`config.mk`:
```
export PLATFORM = sky130hd
export DESIGN_NAME = pipe_stage_reg
export DESIGN_NICKNAME = d
export VERILOG_FILES = /design/src/rtl/pipe_pkg.sv /design/src/rtl/sat_counter.sv /design/src/rtl/pipe_stage_reg.sv
export SDC_FILE = /design/constraint.sdc
export NUM_CORES = 1
export LEC_CHECK = 0
export ABC_CLOCK_PERIOD_IN_PS = 1700
export CAP_MARGIN = 20
export CORE_ASPECT_RATIO = 1.75
export CORE_MARGIN = 4
export CORE_UTILIZATION = 42
export DETAILED_ROUTE_END_ITERATION = 10
export PLACE_DENSITY = 0.78
export SLEW_MARGIN = 10
export SYNTH_ARGS = -nofsm -noshare
export SYNTH_HDL_FRONTEND = slang
export SYNTH_SLANG_ARGS = --single-unit
```
`constraint.sdc`:
```
create_clock -name clk -period 1.7 [get_ports clk]
set_input_delay 0.34 -clock clk [delete_from_list [all_inputs] [get_ports clk]]
set_output_delay 0.34 -clock clk [all_outputs]
set_load 0.1 [all_outputs]
```
`src/rtl/pipe_pkg.sv`:
```
// Shared definitions for the pipeline-stage registers: ExcCode values, reset PC, Tnew bounds.
package pipe_pkg;

  localparam logic [4:0]  EXC_INT       = 5'd0;
  localparam logic [4:0]  EXC_ADEL      = 5'd4;
  localparam logic [4:0]  EXC_ADES      = 5'd5;
  localparam logic [4:0]  EXC_RI        = 5'd10;
  localparam logic [4:0]  EXC_OV        = 5'd12;

  localparam logic [31:0] PIPE_RESET_PC = 32'h0000_3000;
  localparam int          TNEW_W_DEF    = 3;
  localparam int          TNEW_MAX      = (1 << TNEW_W_DEF) - 1;

endpackage

```
`src/rtl/sat_counter.sv`:
```
// Event counter that sticks at all-ones instead of wrapping.
// Latency 1 cycle from inc to count; no backpressure.
module sat_counter #(
  parameter int W = 16
) (
  input  logic         clk,
  input  logic         reset,
  input  logic         inc,
  output logic [W-1:0] count
);

  logic [W-1:0] r_count;

  always_ff @(posedge clk or negedge reset) begin
    if (!reset) begin
      r_count <= '0;
    end else if (inc && (r_count != {W{1'b1}})) begin
      r_count <= r_count + W'(1);
    end
  end

  assign count = r_count;

endmodule

```
`src/rtl/pipe_stage_reg.sv`:
```
// Inter-stage pipeline register with stall/flush, Tnew countdown and exception merge.
// Latency 1 cycle; stall holds contents, flush inserts a bubble that keeps PC/BD for EPC.
module pipe_stage_reg
  import pipe_pkg::*;
#(
  parameter int          DATA_W   = 128,
  parameter int          TNEW_W   = TNEW_W_DEF,
  parameter int          EXC_W    = 5,
  parameter int          CNT_W    = 16,
  parameter logic [31:0] RESET_PC = PIPE_RESET_PC
) (
  input  logic              clk,
  input  logic              reset,
  input  logic              stall,
  input  logic              flush,
  input  logic              in_valid,
  input  logic [DATA_W-1:0] in_data,
  input  logic [31:0]       in_pc,
  input  logic              in_bd,
  input  logic [TNEW_W-1:0] in_tnew,
  input  logic              in_exc,
  input  logic [EXC_W-1:0]  in_exc_code,
  input  logic              loc_exc,
  input  logic [EXC_W-1:0]  loc_exc_code,
  output logic              out_valid,
  output logic [DATA_W-1:0] out_data,
  output logic [31:0]       out_pc,
  output logic              out_bd,
  output logic [TNEW_W-1:0] out_tnew,
  output logic              out_exc,
  output logic [EXC_W-1:0]  out_exc_code,
  output logic [CNT_W-1:0]  stall_cnt,
  output logic [CNT_W-1:0]  flush_cnt
);

  logic              r_valid;
  logic [DATA_W-1:0] r_data;
  logic [31:0]       r_pc;
  logic              r_bd;
  logic [TNEW_W-1:0] r_tnew;
  logic              r_exc;
  logic [EXC_W-1:0]  r_exc_code;

  logic              w_stall_evt;
  logic [TNEW_W-1:0] w_tnew_dec;
  logic              w_exc;
  logic [EXC_W-1:0]  w_exc_code;

  assign w_stall_evt = stall && !flush;
  assign w_tnew_dec  = (in_tnew == '0) ? '0 : in_tnew - TNEW_W'(1);

  // The upstream exception is older, so its code takes precedence.
  assign w_exc      = in_exc | loc_exc;
  assign w_exc_code = in_exc  ? in_exc_code  :
                      loc_exc ? loc_exc_code : '0;

  always_ff @(posedge clk or negedge reset) begin
    if (!reset) begin
      r_valid    <= 1'b0;
      r_data     <= '0;
      r_pc       <= RESET_PC;
      r_bd       <= 1'b0;
      r_tnew     <= '0;
      r_exc      <= 1'b0;
      r_exc_code <= '0;
    end else if (flush) begin
      r_valid    <= 1'b0;
      r_data     <= '0;
      r_pc       <= in_pc;
      r_bd       <= in_bd;
      r_tnew     <= '0;
      r_exc      <= 1'b0;
      r_exc_code <= '0;
    end else if (!stall) begin
      // An invalid slot still carries its payload but never raises or waits.
      r_valid    <= in_valid;
      r_data     <= in_data;
      r_pc       <= in_pc;
      r_bd       <= in_bd;
      r_tnew     <= in_valid ? w_tnew_dec : '0;
      r_exc      <= in_valid ? w_exc      : 1'b0;
      r_exc_code <= in_valid ? w_exc_code : '0;
    end
  end

  assign out_valid    = r_valid;
  assign out_data     = r_data;
  assign out_pc       = r_pc;
  assign out_bd       = r_bd;
  assign out_tnew     = r_tnew;
  assign out_exc      = r_exc;
  assign out_exc_code = r_exc_code;

  sat_counter #(.W(CNT_W)) u_stall_cnt (
    .clk   (clk),
    .reset (reset),
    .inc   (w_stall_evt),
    .count (stall_cnt)
  );

  sat_counter #(.W(CNT_W)) u_flush_cnt (
    .clk   (clk),
    .reset (reset),
    .inc   (flush),
    .count (flush_cnt)
  );

endmodule

```
# [Yosys cells after proc, flatten, opt, wreduce, memory -nomap -nowiden]
# Cells that the tools add are included.
[op_classes] add_sub_neg=3 eq_ne=3 n_mux=20 bitwise=1 reduce_logical=5
[op_table] cell="128-bit two-way mux" count=2
[op_table] cell="32-bit two-way mux" count=2
[op_table] cell="16-bit by 1-bit adder with 16-bit output, second input constant" count=2
[op_table] cell="16-bit != test, second input constant" count=2
[op_table] cell="5-bit two-way mux" count=5
[op_table] cell="3-bit two-way mux" count=4
[op_table] cell="1-bit two-way mux" count=7
[op_table] cell="1-bit logical AND" count=3
[op_table] cell="3-bit zero test" count=1
[op_table] cell="3-bit by 1-bit subtractor with 3-bit output, second input constant" count=1
[op_table] cell="2-bit by 1-bit != test with 1-bit output, second input constant" count=1
[op_table] cell="1-bit zero test" count=1
[op_table] cell="1-bit bitwise OR" count=1
[word_totals] regBits=203 input_bits=181 wordCells=41

# [Depth between registers and ports, before layout]
[depth] ltp_word=5 depth_mapped=6 mapped_depth_nobuf=5

# [Hierarchy]
# Synthesis repeated with hierarchy kept, for this count alone.
[unflattened] cells_unflattened=675 hier_area_um2=8670.8
[modules_own_cells] mod="pipe_stage_reg" n_inst=1 cells_per_inst=531 area_per_inst_um2=6951.7 seq_area_each_um2=4281.6
[modules_own_cells] mod="sat_counter" n_inst=2 cells_per_inst=72 area_per_inst_um2=859.6 seq_area_each_um2=400.4

# [Worst setup path before layout]
# Ideal clock, no wire load.
[synth_timing] path_type="flip-flop to flip-flop" from="reg u_flush_cnt.r_count[0] (netlist: u_flush_cnt.count[0])" to="reg u_flush_cnt.r_count[1] (netlist: u_flush_cnt.count[1])" setup_time_ns=0.128 t_arrival_ns=2.156 required_ns=1.572 path_slack_ns=-0.585 stages_incl_launch_ff=6 path_buffers=0 cell_sequence="dfrtp_1 -> ha_1 -> and4_1 -> nand4_2 -> nand2_1 -> mux2_1"
[synth_between] elab_chain_cells=2
[synth_lines] item="start, declared" line="sat_counter.sv:12" rtl="logic [W-1:0] r_count;"
[synth_lines] item="start signal, assigned" line="sat_counter.sv:18" rtl="r_count <= r_count + W'(1);"
[synth_lines] item="branches (longest 2 deep; another with 16-bit by 1-bit adder with 16-bit output)"
# Several ways; the timed one is not identified.
# A chain may end at the register's enable or synchronous reset.

# [Worst setup path in the final report]
[layout_timing] from="reg u_stall_cnt.r_count[0] (netlist: u_stall_cnt.count[0])" to="out stall_cnt[0]"
[layout_lines] item="start, declared" line="sat_counter.sv:12"
[layout_lines] item="start signal, assigned" line="sat_counter.sv:18"
[layout_lines] item="end, declared" line="pipe_stage_reg.sv:32" rtl="output logic [CNT_W-1:0] stall_cnt,"
# No word-level cell between the ends.

==> impl_metrics.json <==
{
  "place.port_buffers": 383,
  "netlist-cell-type-count": 45,
  "gp_congestion": 0.860,
  "clk_root_buffer_cell": "sky130_fd_sc_hd__clkbuf_16",
  "timing.fmax_ghz": 0.610,
  "rsz_0062_raised_after_global_routing": "false",
  "mappedNetlistArea_um2": 8500,
  "start_util_pct": 42.9,
  "num_vias": 7095,
  "sequential_area_share_after_synthesis_pct": 59.8,
  "status": "finished, final reports clean",
  "final_period_minus_worst_setup_slack_ps": 1640,
  "vias_in_the_first_global_route": 7822,
  "worst_slew_margin_rel_pct": 61.0,
  "synth-seq-cells": 203,
  "post-layout-total-power_w": 0.0168,
  "final_design_area_no_fill_um2": 15500,
  "via_density_per_instance": 5.08,
  "critical_path.startpoint_type": "flip-flop",
  "clock_insertion_delay_worst_skew_ps": 480,
  "clk_path_buf_depth": 3,
  "numClockSinks": 203,
  "vdd_drop_max_v": 0.00142,
  "cts.reportedPaths.clkPinSlew_ps": 70,
  "top_level_i_o_count": 384,
  "drc": 0,
  "power_density_nw_per_um2": 1080,
  "die_width_um": 116,
  "worst_case_setup_slack_after_placement_ps": 73.7,
  "synth_enable_flop_cells": 0,
  "required_ps": 1360,
  "final_worst_slack_ps": 60.1,
  "yosys.cell_count.top_type": "sky130_fd_sc_hd__dfrtp_1",
  "ant_nets": 0,
  "critPathKind": "reg -> out",
  "synth-warning-count": 0,
  "groute.layer.met3.usage_pct": 5.93,
  "finish.net_count": 1317,
  "finalHoldViolations": 0,
  "synth_top_area_share_pct": 59.2,
  "syn-instance-count": 748,
  "min_path_type": "in -> reg",
  "worst_clock_skew_ps": 5.90,
  "grt_util_all_layers_pct": 25.3,
  "groute.layer.met1.usage_pct": 25.6,
  "synth_flop_cell": "sky130_fd_sc_hd__dfrtp_1",
  "globalRoute.totalOverflow": 0,
  "leakage_nw": 7.17,
  "path_max_fanout": 3,
  "timing_worst_slew_pin_value_ps": 585,
  "ys_top_cells_by_count": "201 x sky130_fd_sc_hd__dfrtp_1, 133 x sky130_fd_sc_hd__nor2_1, 128 x sky130_fd_sc_hd__mux2i_1",
  "grt_max_degree": 118,
  "design.core.area_um2": 19800,
  "end_kind": "primary output",
  "placedInstanceArea_um2": 14800,
  "postSynth.asyncResetShare_pct": 100,
  "dr.pass1.iters": 4,
  "overall_die_area_um2": 22700,
  "cts_inserted_buffers": 20,
  "area_delta_synth_final_pct": 82.7,
  "drt-initial-drc-count": 378,
  "final_layout_size_suffix_gt1_share_pct": 27.2,
  "num_rows": 68,
  "worst-endpoint-arrival_ps": 1300,
  "hpwlAfterDp_um": 22200,
  "grt_pass1_wl_um": 44200,
  "pins_over_slew_limit": 0,
  "wl_per_cell_um": 20.7,
  "antenna_found_initial": 6,
  "htree_levels": 1,
  "synth_fp_nets": 933,
  "die_height_um": 196,
  "report.final.setup_viol": 0,
  "netlist_top_cells_area": "sky130_fd_sc_hd__dfrtp_1 59%, sky130_fd_sc_hd__mux2i_1 15%, sky130_fd_sc_hd__nor2_1 5.9%, sky130_fd_sc_hd__nand2_1 5.3%, sky130_fd_sc_hd__xnor2_1 2.6%",
  "reg2reg_slack_ps": 80,
  "post-synth-top-area-cell": "sky130_fd_sc_hd__dfrtp_1",
  "globalRoute.busiestLayer": "met2",
  "finalCritPeriodShare_pct": 96.5,
  "tritoncts": "built",
  "finalSetupTns_ps": 0,
  "grtUsageMet2_pct": 47.0,
  "drv_cap": 0,
  "routed_wl_um": 28900,
  "syn-mean-instance-area_um2": 11.4
}
[per-stage QoR]
| stage | hold WS [ps] | cells | util [%] |
|---|---|---|---|
| 2_1_floorplan | 44.4 | 748 | - |
| 6_report | 135 | 1397 | 78.3 |
| 5_1_grt | 135 | 1397 | 78.3 |
| 3_3_place_gp | 330 | 1354 | 74.6 |
| 3_5_place_dp | 316 | 1354 | 74.6 |
| 4_1_cts | 115 | 1391 | 78.2 |
[worst max-delay path, cell delays in order (launching register included)]
cell and delay [ps]:
sky130_fd_sc_hd__dfrtp_4 490, sky130_fd_sc_hd__buf_4 160, sky130_fd_sc_hd__buf_12 160
[sequential cells by signal, summed over array words and instances, names as in the netlist]
signal             count
out_tnew               3
out_valid              1
u_flush_cnt.count     16
out_pc                32
u_stall_cnt.count     16
out_exc_code           5
out_exc                1
out_bd                 1
out_data             128
[final timing paths]
check                      cells past startpoint                              from                                 to
setup / recovery                               2  u_stall_cnt.count[0]$_DFFE_PN0P_                       stall_cnt[0]
hold / removal                                 2                             flush           out_data[67]$_DFFE_PN0P_
setup reg to reg                               5  u_stall_cnt.count[1]$_DFFE_PN0P_  u_stall_cnt.count[15]$_DFFE_PN0P_
hold reg to reg                                2            out_pc[13]$_DFFE_PN1P_             out_pc[13]$_DFFE_PN1P_
max in group asynchronous                      3                             reset            out_data[6]$_DFFE_PN0P_
min in group asynchronous                      2                             reset           out_data[85]$_DFFE_PN0P_
[kinds of logic (layout without fill, tap and decap cells)]
kind of cell    after synthesis  after routing  share of synthesized area [%]
compound gates               28             28                           2.37
fa+ha+maj                     4              4                          0.589
buf+inv                      48            446                           2.99
flops                       203            203                           59.8
xor+xnor                     27             27                           2.78
simple gates                307            307                           16.0
mux                         131            131                           15.5
other cells                   0              6                              0
[layer usage]
| metal | part of all wire [%] | vias to the layer above |
|---|---|---|
| li1 | - | 3264 |
| met1 | 32 | 3483 |
| met2 | 56 | 274 |
| met3 | 6.8 | 74 |
| met4 | 5.2 | 0 |
| met5 | 0 | - |
[layout by cell type (no fill, tap or decap), types with 3 or more instances in the layout]
master	n
sky130_fd_sc_hd__a21oi_1	5
sky130_fd_sc_hd__a22oi_1	4
sky130_fd_sc_hd__and3_1	6
sky130_fd_sc_hd__and4_1	4
sky130_fd_sc_hd__and4_4	3
sky130_fd_sc_hd__buf_12	210
sky130_fd_sc_hd__buf_4	14
sky130_fd_sc_hd__clkbuf_1	4
sky130_fd_sc_hd__clkbuf_16	21
sky130_fd_sc_hd__clkbuf_8	7
sky130_fd_sc_hd__clkdlybuf4s50_1	177
sky130_fd_sc_hd__dfrtp_1	169
sky130_fd_sc_hd__dfrtp_2	17
sky130_fd_sc_hd__dfrtp_4	15
sky130_fd_sc_hd__diode_2	6
sky130_fd_sc_hd__inv_1	6
sky130_fd_sc_hd__mux2i_1	128
sky130_fd_sc_hd__nand2_1	119
sky130_fd_sc_hd__nand3_1	8
sky130_fd_sc_hd__nand4_1	13
sky130_fd_sc_hd__nor2_1	133
sky130_fd_sc_hd__nor3_1	3
sky130_fd_sc_hd__o21ai_1	12
sky130_fd_sc_hd__xnor2_1	25
[area by class of cell]
cell class | count | area, um^2
multi-input combinational | 497 | 3200
inverter | 6 | 22.5
clock buffer | 31 | 623
clock inverter | 5 | 77.6
timing repair buffer | 404 | 6120
antenna | 6 | 15.0
sequential | 203 | 5160
tap | 245 | 307
fill | 1117 | 4300
[what timing repair did]
| action | in CTS | in global routing |
|---|---|---|
| endpoints found under the setup margin | 0 | 1 |
| gates resized for setup | 0 | 1 |
| setup buffers | 0 | 0 |
| hold endpoints to repair | 34 | 0 |
| hold buffers | 1 | 0 |
[power by group]
part	leakage, nW	switching (W)	internal (W)
clock	0.343	0.00184	0.00283
sequential	2.60	0.000602	0.00529
combinational	4.23	0.00391	0.00236
No activity file was read; power rests on OpenSTA's default activity.
